File: config.mk
export PLATFORM = sky130hd
export DESIGN_NAME = vram_arbiter
export DESIGN_NICKNAME = d
export VERILOG_FILES = /design/src/rtl/vram_arbiter.sv
export SDC_FILE = /design/constraint.sdc
export NUM_CORES = 1
export LEC_CHECK = 0
export ABC_AREA = 1
export ABC_CLOCK_PERIOD_IN_PS = 2500
export BUFFER_PORTS_ARGS = -buffer_cell sky130_fd_sc_hd__buf_2
export CORE_MARGIN = 2
export CORE_UTILIZATION = 53
export CTS_BUF_LIST = sky130_fd_sc_hd__clkbuf_4
export CTS_CLUSTER_DIAMETER = 150
export CTS_CLUSTER_SIZE = 40
export DETAILED_ROUTE_END_ITERATION = 10
export PLACE_DENSITY = 0.93
export SETUP_SLACK_MARGIN = 0.5
export SKIP_CTS_REPAIR_TIMING = 1
export SLEW_MARGIN = 20
export SYNTH_ARGS = -nofsm -noshare
export SYNTH_HDL_FRONTEND = slang
export SYNTH_SLANG_ARGS = --single-unit
File: constraint.sdc
create_clock -name clk -period 2.5 [get_ports clk]
set_input_delay 0.375 -clock clk [delete_from_list [all_inputs] [get_ports clk]]
set_output_delay 0.375 -clock clk [all_outputs]
set_load 0.01 [all_outputs]
File: src/rtl/vram_arbiter.sv
`default_nettype none
// ============================================================================
// Module   : vram_arbiter
// Brief    : Video/CPU arbiter and ISSUE/COMPLETE sequencer for the 32K x 8
//            bitmap video DRAM, with bounded CPU starvation.
// Revision : 1.0 - initial release
// ============================================================================
module vram_arbiter #(
    parameter int MAX_WAIT = 3
) (
    input  logic        clk,
    input  logic        reset_n,
    input  logic        vid_req,
    input  logic [14:0] vid_addr,
    output logic        vid_ack,
    output logic [7:0]  vid_data,
    input  logic        cpu_req,
    input  logic        cpu_we,
    input  logic [14:0] cpu_addr,
    input  logic [7:0]  cpu_din,
    output logic        cpu_ack,
    output logic [7:0]  cpu_dout,
    output logic        ram_we,
    output logic [14:0] ram_addr,
    output logic [7:0]  ram_din,
    input  logic [7:0]  ram_dout
);

    typedef enum logic [1:0] {
        S_IDLE     = 2'd0,
        S_ISSUE    = 2'd1,
        S_COMPLETE = 2'd2
    } state_t;

    typedef enum logic {
        OWN_VID = 1'b0,
        OWN_CPU = 1'b1
    } owner_t;

    localparam logic [3:0] c_max_wait = 4'(MAX_WAIT);

    state_t      state_q, state_d;
    owner_t      owner_q, owner_d;
    logic        is_wr_q, is_wr_d;
    logic [3:0]  wait_cnt_q, wait_cnt_d;
    logic        ram_we_q, ram_we_d;
    logic [14:0] ram_addr_q, ram_addr_d;
    logic [7:0]  ram_din_q, ram_din_d;
    logic [7:0]  vid_data_q, vid_data_d;
    logic [7:0]  cpu_dout_q, cpu_dout_d;

    logic w_vid_ack;
    logic w_cpu_ack;
    logic w_cpu_rd_done;
    logic w_vid_elig;
    logic w_cpu_elig;

    // The requester being acked this cycle is masked from the decision.
    assign w_vid_ack     = (state_q == S_COMPLETE) && (owner_q == OWN_VID);
    assign w_cpu_ack     = (state_q == S_COMPLETE) && (owner_q == OWN_CPU);
    assign w_cpu_rd_done = w_cpu_ack && !is_wr_q;
    assign w_vid_elig    = vid_req && !w_vid_ack;
    assign w_cpu_elig    = cpu_req && !w_cpu_ack;

    always_comb begin
        state_d    = state_q;
        owner_d    = owner_q;
        is_wr_d    = is_wr_q;
        wait_cnt_d = wait_cnt_q;
        ram_we_d   = 1'b0;
        ram_addr_d = ram_addr_q;
        ram_din_d  = ram_din_q;
        vid_data_d = vid_data_q;
        cpu_dout_d = cpu_dout_q;

        if (w_vid_ack) begin
            vid_data_d = ram_dout;
        end
        if (w_cpu_rd_done) begin
            cpu_dout_d = ram_dout;
        end

        case (state_q)
            S_ISSUE: begin
                state_d = S_COMPLETE;
            end
            default: begin
                if (w_cpu_elig && ((wait_cnt_q >= c_max_wait) || !w_vid_elig)) begin
                    state_d    = S_ISSUE;
                    owner_d    = OWN_CPU;
                    is_wr_d    = cpu_we;
                    ram_we_d   = cpu_we;
                    ram_addr_d = cpu_addr;
                    ram_din_d  = cpu_din;
                    wait_cnt_d = 4'd0;
                end else if (w_vid_elig) begin
                    state_d    = S_ISSUE;
                    owner_d    = OWN_VID;
                    is_wr_d    = 1'b0;
                    ram_addr_d = vid_addr;
                    ram_din_d  = cpu_din;
                    if (w_cpu_elig && (wait_cnt_q != 4'd15)) begin
                        wait_cnt_d = wait_cnt_q + 4'd1;
                    end
                end else begin
                    state_d = S_IDLE;
                end
            end
        endcase
    end

    always_ff @(posedge clk or negedge reset_n) begin
        if (!reset_n) begin
            state_q    <= S_IDLE;
            owner_q    <= OWN_VID;
            is_wr_q    <= 1'b0;
            wait_cnt_q <= 4'd0;
            ram_we_q   <= 1'b0;
            ram_addr_q <= 15'd0;
            ram_din_q  <= 8'd0;
            vid_data_q <= 8'd0;
            cpu_dout_q <= 8'd0;
        end else begin
            state_q    <= state_d;
            owner_q    <= owner_d;
            is_wr_q    <= is_wr_d;
            wait_cnt_q <= wait_cnt_d;
            ram_we_q   <= ram_we_d;
            ram_addr_q <= ram_addr_d;
            ram_din_q  <= ram_din_d;
            vid_data_q <= vid_data_d;
            cpu_dout_q <= cpu_dout_d;
        end
    end

    // Read data bypasses the holding register so it is visible with the ack.
    assign vid_ack  = w_vid_ack;
    assign cpu_ack  = w_cpu_ack;
    assign vid_data = w_vid_ack ? ram_dout : vid_data_q;
    assign cpu_dout = w_cpu_rd_done ? ram_dout : cpu_dout_q;
    assign ram_we   = ram_we_q;
    assign ram_addr = ram_addr_q;
    assign ram_din  = ram_din_q;

endmodule
`default_nettype wire
==> results by group <==
Yosys
  – Unique masters post-synth: 21
  – Syn nets: 317
  – Largest cells by area after synthesis: dfrtp_1 (54%), nand2_1 (16%), inv_1 (8.1%), nand3_1 (7.5%), o21ai_2 (3.2%)
  – Netlist Area Pre-Place: 2216 µm²
  – Cells after Synth: 265
  – Sequential cell area fraction in the yosys report: 54.21%
  – Largest area contributor in the netlist: dfrtp_1
  – Share of the synthesized area in the top cell type: 54.21%
  – Avg Cell Area, Syn: 8.362 µm²
  – Seq cells post-synth: 48
  – Yosys warns: 0

Setup path
  – Setup crit start kind: flop
  – WP data required: 2.12 ns
  – Slowest cell on the critical path: dfrtp_1
  – CP Class: flop to output port
  – CP max stage delay: 0.46 ns
  – Setup crit end kind: output port
  – CP cell instances: nand3_2 > or2_4 > o21ai_2 > buf_2
  – Critical Path AT: 1.63 ns
  – CP Max Fanout: 8

Global route
  – Largest net degree at the start of global routing: 35
  – GRT Overall Usage: 23.39%
  – Initial antenna violation count: 0
  – Grt total ovfl: 0
  – Number of global-route vias before repair: 1896
  – Global-route wire length before repair: 8.073 mm

Timing
  – Worst Tran Pin Value: 0.4147 ns
  – Finish-stage setup viols: 0
  – Max-slew violations: 0
  – Slew margin rel.: 72.35%
  – Skew final: 0.02079 ns
  – Maximum clock rate: 499.0 MHz
  – Setup TNS: 0 ns
  – Unrepaired setup endpoints after global routing: yes
  – Final period util: 80.16%
  – Final worst path period need: 2.004 ns
  – Final hold vios: 0

CTS
  – Worst-path clk slew: 0.15 ns
  – Clock buffer count from CTS: 5
  – Worst-Skew Late Latency: 0.38 ns
  – Clk sink count: 48
  – Clk root buf: clkbuf_4
  – CTS tree: done
  – Clock Path Buffers: 2
  – H-tree depth: 2

Layout
  – ANT cells: 0
  – Area of the multi-input gates: 753.2 µm²
  – Ratio of cells with drive above 1 in the final layout: 33.98%
  – # fillers: 338
  – NumNets Final: 410
  – Area Growth Syn to Fin: 24.05%
  – Reg area: 1201 µm²
  – Final instance area: 2749 µm²

Power
  – Cell Pwr Density: 1164 nW/µm²
  – Pleak: 1.708 nW
  – Max rail drop VDD: 0.0006507 V

Floorplanning
  – CORE AREA: 4000 µm²
  – Die span in x: 68.66 µm
  – Starting Density: 55.40%
  – IO Pins: 93
  – Die H: 68.66 µm
  – Die area: 4714 µm²
  – Core Rows: 23

Place
  – Placed Area: 2673 µm²
  – Final GP Congestion: 0.8013
  – Port buffer count: 92
  – Hpwl dp: 3.737 mm

Route
  – Post-Route WL: 5.116 mm
  – Vias post-DR: 1983
  – Post-DR vias/cell: 4.848
  – Drt drc: 0
  – Pre-Repair DR Iteration Count: 5
  – DR WL/cell: 12.51 µm
  – Post-route ant nets: 0
  – DR iter-0 viols: 102

Worst hold path
  – HP Class: primary input to flop

Run status
  – Status: finished, final reports clean

Run
  – Max cap viols: 0
[stage by stage]
step	util (%)	setup slack, ns	instances	total power [mW]	hold WS (ns)
floorplan	-	0.9038	265	2.298	0.07941
global placement	66.81	0.7471	399	2.759	0.2872
detailed placement	66.81	0.6401	399	2.836	0.2958
CTS	68.19	0.1914	407	3.195	-0.1307
global route	68.72	0.4145	409	3.461	0.1897
finish	68.72	0.4961	409	3.198	0.1909
[layout make-up]
class | count | area share [%]
multi-input combinational | 157 | 27.40
timing repair buffer | 95 | 17.66
sequential | 48 | 43.70
clock buffer | 5 | 1.365
inverter | 51 | 6.964
clock inverter | 3 | 0.6372
tap | 50 | 2.276
[cell usage after synthesis]
cell      number
o21ai_2        8
o21ai_1        1
nand2_1       93
nand2_4        1
nand3_1       33
inv_1         48
ha_1           1
buf_2          1
buf_4          3
nand2_2        2
dfrtp_1       48
clkbuf_2       1
or2_1          1
a21oi_4        1
inv_2          3
buf_6          4
nand3_2        2
clkbuf_1       1
nor2_1         3
nand3_4        1
o21ai_0        9
[layout by cell type (no fill, tap or decap)]
cell and n:
clkbuf_4 5, inv_1 47, buf_4 2, nand2_1 93, or2_4 2, buf_2 92, nand3_2 2, o21ai_2 8
o21ai_1 1, nand3_4 1, nand3_1 33, inv_2 4, inv_6 1, clkinv_1 1, dfrtp_1 48, nand2_4 1
o21ai_0 9, clkinv_2 1, a21oi_4 1, nor2_1 3, nand2_2 2, ha_1 1, dlygate4sd3_1 1
[routing by layer]
metal	global-route usage, %	share of wire [%]
met2	39.18	51
met5	0	0
met4	15.75	4.0
met1	27.53	41
met3	3.734	3.6
[logic make-up (layout without fill, tap and decap cells)]
logic type / after synthesis / count (layout) / synth area share (%)
AO/OA/AOI/OAI: 19 / 19 / 6.155
adder cells (fa/ha/maj): 1 / 1 / 0.5646
buffers and inverters: 61 / 154 / 12.31
flip-flops: 48 / 48 / 54.21
AND/OR/NAND/NOR: 136 / 137 / 26.76
[path summary, 6_finish.rpt]
path	slack [ns]	cells after the start	startpoint	endpoint
setup / recovery	0.50	4	state_q[1]	cpu_dout[3]
hold / removal	0.19	3	cpu_din[4]	ram_din[4]
setup reg to reg	0.79	7	wait_cnt_q[1]	ram_addr[7]
hold reg to reg	0.49	2	ram_addr[6]	ram_addr[6]
max in group asynchronous	1.37	3	reset_n	cpu_dout_q[6]
min in group asynchronous	0.40	2	reset_n	wait_cnt_q[1]
[where the power goes]
group / switching (mW) / internal [mW]
clock: 0.258 / 0.109
combinational: 0.956 / 0.563
sequential: 0.175 / 1.14
total: 1.39 / 1.81
[critical path, delay by kind of cell (launching register included)]
family | cells | cell delay [ns]
compound gates | 1 | 0.16
flops | 1 | 0.46
simple gates | 2 | 0.48
buf+inv | 1 | 0.15
[registers in the layout (all words and copies together), names as in the netlist]
signal and cells:
ram_we 1, cpu_dout_q 8, owner_q 1, state_q 2, ram_addr 15, vid_data_q 8, ram_din 8, is_wr_q 1
wait_cnt_q 4
No activity file was read; power rests on OpenSTA's default activity.
